<file path="config.mk">
export PLATFORM = sky130hd
export DESIGN_NAME = freq_hist_flat
export DESIGN_NICKNAME = d
export VERILOG_FILES = /design/src/rtl/freq_hist_if.sv /design/src/rtl/freq_hist.sv /design/src/flat_wrapper.sv
export SDC_FILE = /design/constraint.sdc
export NUM_CORES = 1
export LEC_CHECK = 0
export ABC_CLOCK_PERIOD_IN_PS = 3200
export CORE_MARGIN = 4
export CORE_UTILIZATION = 47
export DETAILED_ROUTE_END_ITERATION = 10
export GPL_TIMING_DRIVEN = 0
export PLACE_DENSITY = 0.67
export SLEW_MARGIN = 40
export SYNTH_ARGS = -nofsm -noshare
export SYNTH_HDL_FRONTEND = slang
export SYNTH_SLANG_ARGS = --single-unit
</file>
<file path="constraint.sdc">
create_clock -name usbclk -period 3.2 [get_ports usbclk]
set_input_delay 0.64 -clock usbclk [delete_from_list [all_inputs] [get_ports usbclk]]
set_output_delay 0.64 -clock usbclk [all_outputs]
set_load 0.05 [all_outputs]
</file>
<file path="src/rtl/freq_hist_if.sv">
// freq_hist_if: sample-stream and readout bus between the frequency counter
// side (master) and the histogram accumulator (slave).
interface freq_hist_if #(
    parameter int BIN_W = 20
);
    logic [15:0]      diff_stream;
    logic             diff_stream_strobe;
    logic [3:0]       rd_addr;
    logic [BIN_W-1:0] rd_data;

    modport master (
        output diff_stream,
        output diff_stream_strobe,
        output rd_addr,
        input  rd_data
    );

    modport slave (
        input  diff_stream,
        input  diff_stream_strobe,
        input  rd_addr,
        output rd_data
    );
endinterface

</file>
<file path="src/rtl/freq_hist.sv">
// freq_hist: 16-bin saturating histogram of the 4-bit per-cycle count
// differences carried in the frequency counter's diff_stream words.
// A window of 2^WINDOW_LOG2 strobed words is accumulated after each arm,
// then the bins are frozen for host readout through rd_addr/rd_data.
// Optional feature macro: FREQ_HIST_MINMAX_EN enables min/max nibble tracking;
// without it min_val and max_val are tied to 4'h0.
module freq_hist #(
    parameter int BIN_W       = 20,
    parameter int WINDOW_LOG2 = 16
) (
    input  logic         usbclk,
    input  logic         rst_n,
    freq_hist_if.slave   bus,
    input  logic         arm,
    output logic         busy,
    output logic         done,
    output logic         sat,
    output logic [3:0]   min_val,
    output logic [3:0]   max_val
);

    typedef enum logic [1:0] {
        ST_IDLE,
        ST_ACQ,
        ST_DONE
    } state_t;

    // Exact terminal count; the extra counter bit means no wrap is ever relied on.
    localparam logic [WINDOW_LOG2:0] WIN_TERM = {1'b1, {WINDOW_LOG2{1'b0}}};
    // Sums carry three guard bits so bin + (0..4) never overflows before the clamp.
    localparam int                   SUM_W    = BIN_W + 3;
    localparam logic [SUM_W-1:0]     BIN_MAX  = {3'b000, {BIN_W{1'b1}}};

    state_t               state_q, state_d;
    logic                 busy_q, busy_d;
    logic                 done_q, done_d;
    logic                 sat_q, sat_d;
    logic [WINDOW_LOG2:0] win_cnt_q, win_cnt_d;
    logic [WINDOW_LOG2:0] win_cnt_inc;
    logic [BIN_W-1:0]     bins_q [16];
    logic [BIN_W-1:0]     bins_d [16];
    logic [BIN_W-1:0]     rd_data_q, rd_data_d;
    logic [SUM_W-1:0]     sum;

    // Number of nibbles in a word equal to a given bin index (0..4).
    function automatic logic [2:0] count_matches(input logic [15:0] word, input logic [3:0] b);
        logic [2:0] n;
        n = 3'd0;
        for (int k = 0; k < 4; k++) begin
            if (word[4*k +: 4] == b) begin
                n = n + 3'd1;
            end
        end
        return n;
    endfunction

    // Next-state logic: arm clears and (re)starts from any state, strobes in ACQ are binned.
    always_comb begin
        state_d     = state_q;
        busy_d      = busy_q;
        done_d      = done_q;
        sat_d       = sat_q;
        win_cnt_d   = win_cnt_q;
        bins_d      = bins_q;
        rd_data_d   = bins_q[bus.rd_addr];
        win_cnt_inc = win_cnt_q + 1'b1;
        sum         = '0;
        if (arm) begin
            state_d   = ST_ACQ;
            busy_d    = 1'b1;
            done_d    = 1'b0;
            sat_d     = 1'b0;
            win_cnt_d = '0;
            for (int b = 0; b < 16; b++) begin
                bins_d[b] = '0;
            end
        end else if (state_q == ST_ACQ && bus.diff_stream_strobe) begin
            for (int b = 0; b < 16; b++) begin
                sum = {3'b000, bins_q[b]} + SUM_W'(count_matches(bus.diff_stream, 4'(b)));
                if (sum > BIN_MAX) begin
                    bins_d[b] = {BIN_W{1'b1}};
                    sat_d     = 1'b1;
                end else begin
                    bins_d[b] = sum[BIN_W-1:0];
                end
            end
            win_cnt_d = win_cnt_inc;
            if (win_cnt_inc == WIN_TERM) begin
                state_d = ST_DONE;
                busy_d  = 1'b0;
                done_d  = 1'b1;
            end
        end
    end

    // State, bins, status flags and the registered readout port.
    always_ff @(posedge usbclk or negedge rst_n) begin
        if (!rst_n) begin
            state_q   <= ST_IDLE;
            busy_q    <= 1'b0;
            done_q    <= 1'b0;
            sat_q     <= 1'b0;
            win_cnt_q <= '0;
            rd_data_q <= '0;
            for (int b = 0; b < 16; b++) begin
                bins_q[b] <= '0;
            end
        end else begin
            state_q   <= state_d;
            busy_q    <= busy_d;
            done_q    <= done_d;
            sat_q     <= sat_d;
            win_cnt_q <= win_cnt_d;
            rd_data_q <= rd_data_d;
            for (int b = 0; b < 16; b++) begin
                bins_q[b] <= bins_d[b];
            end
        end
    end

    assign busy        = busy_q;
    assign done        = done_q;
    assign sat         = sat_q;
    assign bus.rd_data = rd_data_q;

`ifdef FREQ_HIST_MINMAX_EN
    logic [3:0] min_q, min_d;
    logic [3:0] max_q, max_d;
    logic [3:0] nib;

    // Extreme-nibble tracking follows exactly the same accept condition as the bins.
    always_comb begin
        min_d = min_q;
        max_d = max_q;
        nib   = 4'h0;
        if (arm) begin
            min_d = 4'hF;
            max_d = 4'h0;
        end else if (state_q == ST_ACQ && bus.diff_stream_strobe) begin
            for (int k = 0; k < 4; k++) begin
                nib = bus.diff_stream[4*k +: 4];
                if (nib < min_d) begin
                    min_d = nib;
                end
                if (nib > max_d) begin
                    max_d = nib;
                end
            end
        end
    end

    // Min/max registers start from the "nothing seen" extremes.
    always_ff @(posedge usbclk or negedge rst_n) begin
        if (!rst_n) begin
            min_q <= 4'hF;
            max_q <= 4'h0;
        end else begin
            min_q <= min_d;
            max_q <= max_d;
        end
    end

    assign min_val = min_q;
    assign max_val = max_q;
`else
    assign min_val = 4'h0;
    assign max_val = 4'h0;
`endif

endmodule

</file>
<file path="src/flat_wrapper.sv">
// flat-port wrapper written by rule: the top's interface ports become plain ports
module freq_hist_flat 
#(
    parameter int BIN_W       = 20,
    parameter int WINDOW_LOG2 = 16
)
  (usbclk, rst_n, arm, busy, done, sat, min_val, max_val, bus_diff_stream, bus_diff_stream_strobe, bus_rd_addr, bus_rd_data);
  freq_hist_if #(.BIN_W(BIN_W)) bus_i ();
  input  logic usbclk;
  input  logic rst_n;
  input  logic arm;
  output logic busy;
  output logic done;
  output logic sat;
  output logic [3:0] min_val;
  output logic [3:0] max_val;
  input wire logic [$bits(bus_i.diff_stream)-1:0] bus_diff_stream;
  input wire logic [$bits(bus_i.diff_stream_strobe)-1:0] bus_diff_stream_strobe;
  input wire logic [$bits(bus_i.rd_addr)-1:0] bus_rd_addr;
  output wire logic [$bits(bus_i.rd_data)-1:0] bus_rd_data;
  assign bus_i.diff_stream = bus_diff_stream;
  assign bus_i.diff_stream_strobe = bus_diff_stream_strobe;
  assign bus_i.rd_addr = bus_rd_addr;
  assign bus_rd_data = bus_i.rd_data;
  freq_hist #(.BIN_W(BIN_W), .WINDOW_LOG2(WINDOW_LOG2)) u_core (.usbclk(usbclk), .rst_n(rst_n), .bus(bus_i), .arm(arm), .busy(busy), .done(done), .sat(sat), .min_val(min_val), .max_val(max_val));
endmodule
</file>
==> results of run 1 <==
## critical path, stage by stage
cell             delay (ns)
clkdlybuf4s15_2        0.31
nand2b_1               0.42
nor2_4                 0.30
xor2_2                 0.28
ha_2                   0.26
fa_2                   0.24
a21oi_4                0.10
or4_4                  0.46
or4_4                  0.58
buf_6                  0.17
and2_4                 0.16
a311oi_2               0.23
## cells by family (layout without fill, tap and decap cells)
group,Yosys count,count (layout),synth area share
other cells,1,9,0.000154
mux,137,137,0.109
xor+xnor,81,81,0.0291
simple gates,1111,1112,0.227
flops,360,360,0.370
fa+ha+maj,128,128,0.0707
compound gates,593,593,0.156
buf+inv,223,647,0.0380
## worst max-delay path by stage
stage / slack [ns] / end / start
2_1_floorplan: -0.55 / u_core.bins_q[234] / bus_diff_stream[3]
3_3_place_gp: -14.98 / u_core.bins_q[158] / rst_n
3_5_place_dp: -2.17 / u_core.bins_q[175] / bus_diff_stream[0]
4_1_cts: -0.40 / u_core.sat / bus_diff_stream[13]
5_1_grt: -0.52 / u_core.sat / bus_diff_stream[13]
6_report: -0.49 / u_core.bins_q[206] / bus_diff_stream[13]
## registers in the layout, indices dropped and copies added, names as in the netlist
signal / flops
u_core.done: 1
u_core.win_cnt_q: 17
u_core.bus.rd_data: 20
u_core.state_q: 1
u_core.sat: 1
u_core.bins_q: 320
## metal layers
metal	up-vias	wire length (µm)	GRT usage
li1	10679	-	-
met4	0	8270	0.197
met1	12815	39200	0.447
met5	-	0	0
met2	1810	49500	0.538
met3	499	12900	0.0924
## stage by stage
step | instances | TNS [ns] | instance area (µm²)
2_1_floorplan | 2641 | -38.25 | 25900
3_3_place_gp | 3357 | -5912.35 | 27100
3_5_place_dp | 3363 | -530.31 | 27300
4_1_cts | 3571 | -34.56 | 31200
5_1_grt | 3746 | -74.53 | 35900
6_report | 3747 | -52.19 | 35900
## repair_timing
action | in CTS | in global routing
gates cloned | 4 | 5
hold buffers | 1 | 0
pin swaps | 123 | 347
resized for setup | 338 | 712
hold endpoints to repair | 40 | 0
buffers inserted | 133 | 181
setup endpoints to repair | 321 | 314
## final cells by class
| type | count | share of cell area |
|---|---|---|
| multi-input combinational | 2059 | 0.550 |
| clock buffer | 63 | 0.0346 |
| timing repair buffer | 356 | 0.101 |
| buffer | 143 | 0.0281 |
| antenna | 1 | 0.0000697 |
| clock inverter | 11 | 0.00380 |
| inverter | 74 | 0.00829 |
| sequential | 360 | 0.251 |
| tap | 680 | 0.0237 |
## layout by cell type (no fill, tap or decap), drive strengths merged, types with 40 or more instances in the layout
cell / instances
a21oi: 195
a211oi: 79
and3: 61
clkbuf: 173
inv: 75
nand3: 137
dfrtp: 360
nor2: 305
nor3: 163
nand4: 56
mux4: 100
ha: 112
nand2: 187
buf: 361
xor2: 40
xnor2: 41
o21ai: 114
a311oi: 92
## power groups by stage
stage	clock, mW	combinational, mW	sequential (mW)
after global placement	0	1.15	4.76
after detailed placement	0	1.21	4.76
after floorplan	0	0.667	4.75
after CTS	4.97	1.36	4.68
after global routing	5.16	1.76	4.69
final	4.99	1.70	4.69
==> qor_table.md, run 1 <==
| Group | Parameter | Reported |
|:---|:---|:---|
| status | Run status | complete, but fails checks |
| status | Violations in the final reports | setup timing |
| synthesis | Synth async-reset ratio | 1.00 |
| die | I/O pins | 55 |
| placement | Placement Setup Slack | -2.17 ns |
| power | Clock power share | 0.438 |
| timing | Fin. Hold Viols | 0 |
| routing | Total length of routed wires | 110 mm |
| critical path | WS Path Type | input port to flip-flop |
| timing | PnR worst setup slack | -0.490 ns |
| routing | Routed via count | 25,803 |
| grt | Pin count of the biggest net entering global routing | 72 |
| routing | Drt wl/cell | 29.3 µm |
| timing | Shortest clock period the worst path allows after layout | 3.69 ns |
| synthesis | Cell area after synthesis | 0.0244 mm² |
| critical path | Worst setup EP type | flip-flop |
| synthesis | Cell taking the most area after synthesis | dfrtp_1 |
| die | Standard-cell row count | 83 |
| grt | Wire length of the first global-routing pass | 148 mm |
| critical path | Cell depth of the worst flop-to-flop path | 7 |
| synthesis | Mean area per synthesized cell | 9.25 µm² |
| critical path | Critical register-to-register path endpoint | u_core.bins_q[289] |
| cts | # H-tree levels | 2 |
| finish | Storage cell area | 0.00901 mm² |
| finish | Area growth from synthesis to layout | 47.4% |
| power | Worst supply voltage drop on vdd | 0.436 mV |
| synthesis | Gate count of the mapped netlist | 2,634 |
| synthesis | Yosys warns | 0 |
| die | Area of the core | 0.0513 mm² |
| critical path | Highest net fanout along the worst path | 8 |
| routing | Number of detailed-routing iterations run before antenna repair | 6 |
| timing | Clock tree skew after final layout | 0.0276 ns |
| die | Starting Density | 0.475 |
| critical path | Arrival time worst endpoint | 4.17 ns |
| power | Share of total power in sequential cells | 0.412 |
| die | Horiz. Die Dim | 236 µm |
| routing | Number of nets still failing antenna checks after routing | 0 |
| synthesis | Number of enable-type register cells in the synthesized netlist | 0 |
| synthesis | Top FF cell, synth | dfrtp_1 |
| grt | Number of antenna violations at the first check in global routing | 1 |
| synthesis | Number of distinct library cell variants in the gate-level netlist after synthesis | 73 |
| cts | TritonCTS buffer count | 41 |
| critical path | Data required time at the worst endpoint | 3.68 ns |
| cts | Maximum clock path buffer count | 3 |
| timing | Worst Hold Slack | 0.532 ns |
| timing | Final-report setup violation count | 285 |
| routing | DR iter-0 viols | 3,405 |
| synthesis | Most common cell in the synthesized netlist | dfrtp_1 |
| cts | Later-pin clock latency in the skew report | 0.59 ns |
| placement | Final Wtd Congestion | 1.02 |
| finish | Number of nets in the finished design | 3,187 |
| worst hold path | Class of the tightest hold or removal check | input port to asynchronous set/reset pin |
| power | Share of total power consumed by net switching | 0.285 |
| routing | Number of remaining DRC errors | 0 |
| finish | Area occupied by multi-input gates | 0.0198 mm² |
| cts | CTS tree | done |
| placement | Port Buffer Count | 36 |
| timing | Transition time at the pin with the least slew margin | 1.31 ns |
| routing | DR vias/cell | 6.89 |
| synthesis | Top cells by area in the synthesized netlist | dfrtp_1, mux4_2, ha_1 |
| timing | Setup repair after global routing missed its margin | true |
| power | Pwr per Cell Area | 317 mW/mm² |
| run | Number of max-capacitance violations reported | 0 |
| synthesis | Number of synthesized register bits | 360 |
| cts | Total number of clock tree sinks | 360 |
| power | Static leakage | 14.3 nW |
| timing | Count of pins over their slew limit | 0 |
| timing | Final period utilization | 1.15 |
| placement | Post-DP HPWL | 71.3 mm |
| critical path | Flop2flop setup slack | -0.18 ns |
| cts | Root Buffer Master | clkbuf_16 |
| finish | Layout Utilization | 0.700 |
| grt | Global Route Usage Sum | 0.349 |
| power | Comb pwr share | 0.149 |
| synthesis | Post-synthesis sequential area ratio | 0.370 |
| power | Cell-internal power | 8.14 mW |
| die | Area enclosed by the die boundary | 0.0555 mm² |
| timing | Worst relative slew slack | 0.120 |
| grt | Grt total ovfl | 0 |
| finish | Share of cells above drive strength 1 | 0.448 |
| power | Post-layout total power | 11.4 mW |
| critical path | Critical register-to-register path startpoint | u_core.done |
| critical path | Worst setup SP type | input port |
| power | Switching power total | 3.24 mW |
| synthesis | Top-area cell type share of the netlist area | 0.370 |
| timing | Peak Freq | 0.271 GHz |
| finish | Filler Cells Inserted | 3,584 |
| cts | Clk pin slew, worst setup/hold paths | 0.06 ns |
| synthesis | Most instantiated cells after synthesis | dfrtp_1, nor2_1, a21oi_1, nand2_1, nor3_1 |
| grt | Via count of the first global-routing pass | 23,631 |
| die | Die Span Y | 236 µm |
Power figures use the tool's default switching activity.
==> run 2, diff against run 1 <==
--- a/config.mk
+++ b/config.mk
@@ -11,7 +11,7 @@
 export DETAILED_ROUTE_END_ITERATION = 10
 export GPL_TIMING_DRIVEN = 0
 export PLACE_DENSITY = 0.67
-export SLEW_MARGIN = 40
 export SYNTH_ARGS = -nofsm -noshare
 export SYNTH_HDL_FRONTEND = slang
 export SYNTH_SLANG_ARGS = --single-unit
+export TNS_END_PERCENT = 5
==> qor_table.md, run 2 (same netlist as run 1, synthesis figures left out) <==
| Group | Parameter | Reported |
|:---|:---|:---|
| status | Run status | complete, but fails checks |
| status | Violations in the final reports | setup timing |
| timing | Final period utilization | 1.14 |
| grt | Via count of the first global-routing pass | 22,614 |
| placement | Port Buffer Count | 36 |
| timing | Final-report setup violation count | 233 |
| power | Worst supply voltage drop on vdd | 0.409 mV |
| cts | Total number of clock tree sinks | 360 |
| critical path | Delay contributed by the slowest stage of the critical path | 1.00 ns |
| grt | Wire length of the first global-routing pass | 143 mm |
| routing | Drt wl/cell | 27.8 µm |
| power | Pwr per Cell Area | 367 mW/mm² |
| timing | Count of pins over their slew limit | 0 |
| critical path | Critical-path top delay cell | buf_1 |
| timing | PnR worst setup slack | -0.445 ns |
| cts | CTS tree | done |
| routing | DR vias/cell | 6.83 |
| die | Starting Density | 0.475 |
| timing | Worst relative slew slack | 0.0451 |
| finish | Top library cells by usage in the layout, fill and taps aside | dfrtp_1, nor2_1, a21oi_1 |
| timing | Transition time at the pin with the least slew margin | 1.43 ns |
| routing | Number of detailed-routing iterations run before antenna repair | 8 |
| routing | Number of nets still failing antenna checks after routing | 0 |
| routing | Met2 wire length | 42.8 mm |
| critical path | Worst setup EP type | flip-flop |
| critical path | Highest net fanout along the worst path | 10 |
| die | Die Span Y | 236 µm |
| die | Standard-cell row count | 83 |
| grt | Pin count of the biggest net entering global routing | 114 |
| finish | Layout Utilization | 0.588 |
| cts | Clk pin slew, worst setup/hold paths | 0.06 ns |
| routing | Total length of routed met3 wires | 12.4 mm |
| finish | Number of nets in the finished design | 2,946 |
| critical path | Gate family responsible for the most delay along the worst path | buffers and inverters |
| routing | Top routing layer used | met5 |
| finish | Most common cell after layout, fill and taps aside | dfrtp_1 |
| routing | Routed via count | 23,953 |
| routing | DR iter-0 viols | 3,231 |
| critical path | Most repeated library cell on the critical path | clkbuf_2 |
| finish | Largest register FFs | 320 |
| cts | Later-pin clock latency in the skew report | 0.59 ns |
| critical path | WS Path Type | input port to flip-flop |
| critical path | Worst Path Buf+Inv | 4 |
| power | Static leakage | 12.3 nW |
| placement | Placement Setup Slack | -2.45 ns |
| run | Number of max-capacitance violations reported | 0 |
| critical path | Arrival time worst endpoint | 4.09 ns |
| die | I/O pins | 55 |
| placement | Post-DP HPWL | 68.9 mm |
| grt | Number of antenna violations at the first check in global routing | 5 |
| cts | # H-tree levels | 2 |
| timing | Clock tree skew after final layout | 0.0246 ns |
| cts | Maximum clock path buffer count | 3 |
| critical path | CP Cell Sequence | clkdlybuf4s50_1, nand3b_1, clkbuf_2, clkbuf_2, buf_1, nor2_1, a21oi_1, a211oi_2 |
| finish | Share of cells above drive strength 1 | 0.232 |
| worst hold path | Class of the tightest hold or removal check | flip-flop to flip-flop |
| timing | Setup repair after global routing missed its margin | true |
| timing | Shortest clock period the worst path allows after layout | 3.65 ns |
| die | Horiz. Die Dim | 236 µm |
| finish | Reg with most FFs | u_core.bins_q |
| finish | Post-route standard cell area excluding fillers | 0.0302 mm² |
| grt | Global Route Usage Sum | 0.336 |
| routing | Number of remaining DRC errors | 0 |
| die | Area enclosed by the die boundary | 0.0555 mm² |
| routing | Total length of routed wires | 97.5 mm |
| placement | Cell area reported after detailed placement | 0.0261 mm² |
| routing | Wire length on met1 | 35.7 mm |
| timing | Peak Freq | 0.274 GHz |
| grt | Grt total ovfl | 0 |
| timing | Fin. Hold Viols | 0 |
| critical path | Worst setup SP type | input port |
| cts | TritonCTS buffer count | 42 |
| critical path | Data required time at the worst endpoint | 3.64 ns |
| placement | Final Wtd Congestion | 1.06 |
| die | Area of the core | 0.0513 mm² |
| timing | Worst Hold Slack | 0.530 ns |
| cts | Root Buffer Master | clkbuf_16 |
| finish | Area growth from synthesis to layout | 23.8% |
-- run 2: path summary, 6_finish.rpt --
path                                        start            endpoint  slack, ns  cells past startpoint
min in group asynchronous                   rst_n  u_core.bins_q[270]       0.55                      2
setup / recovery           bus_diff_stream_strobe  u_core.bins_q[177]      -0.45                      8
hold reg to reg                 u_core.bins_q[59]   u_core.bins_q[59]       0.53                      1
setup reg to reg                u_core.state_q[0]  u_core.bins_q[177]      -0.39                      7
max in group asynchronous                   rst_n   u_core.bins_q[70]       1.31                      4
hold / removal                  u_core.bins_q[59]   u_core.bins_q[59]       0.53                      1
-- run 2: metrics by stage --
step | power [mW] | instances | TNS (ns)
5_1_grt | 11.3 | 3506 | -64.07
4_1_cts | 11.0 | 3489 | -41.70
3_5_place_dp | 5.87 | 3360 | -602.95
3_3_place_gp | 5.83 | 3357 | -5952.68
2_1_floorplan | 5.36 | 2641 | -98.58
6_report | 11.1 | 3509 | -39.26
-- run 2: per-layer routing --
layer  up-vias  global-route usage
li1      10187                   -
met1     11763               0.442
met2      1621               0.512
met3       378              0.0924
met4         4               0.173
met5         -                   0
-- run 2: final cells by class --
type | instances | area (µm²)
Sequential cell | 360 | 9010
Inverter | 74 | 280
Antenna cell | 4 | 10.0
Buffer | 141 | 817
Fill cell | 4311 | 21100
Clock inverter | 16 | 158
Clock buffer | 59 | 1260
Tap cell | 680 | 851
Timing Repair Buffer | 116 | 1140
Multi-Input combinational cell | 2059 | 16600
-- run 2: repair_timing --
item,in CTS,in global routing
gates resized for setup,303,223
endpoints found under the setup margin,330,322
pin swaps,72,85
setup buffers,56,16
hold buffers,1,0
gates cloned,4,1
endpoints found under the hold margin,40,0
-- run 2: report_power, final --
part	leakage (nW)	internal (mW)	total, mW	switching [mW]
Clock	0.709	2.97	5.05	2.08
Sequential	4.99	4.61	4.68	0.0749
Combinational	6.59	0.427	1.32	0.896
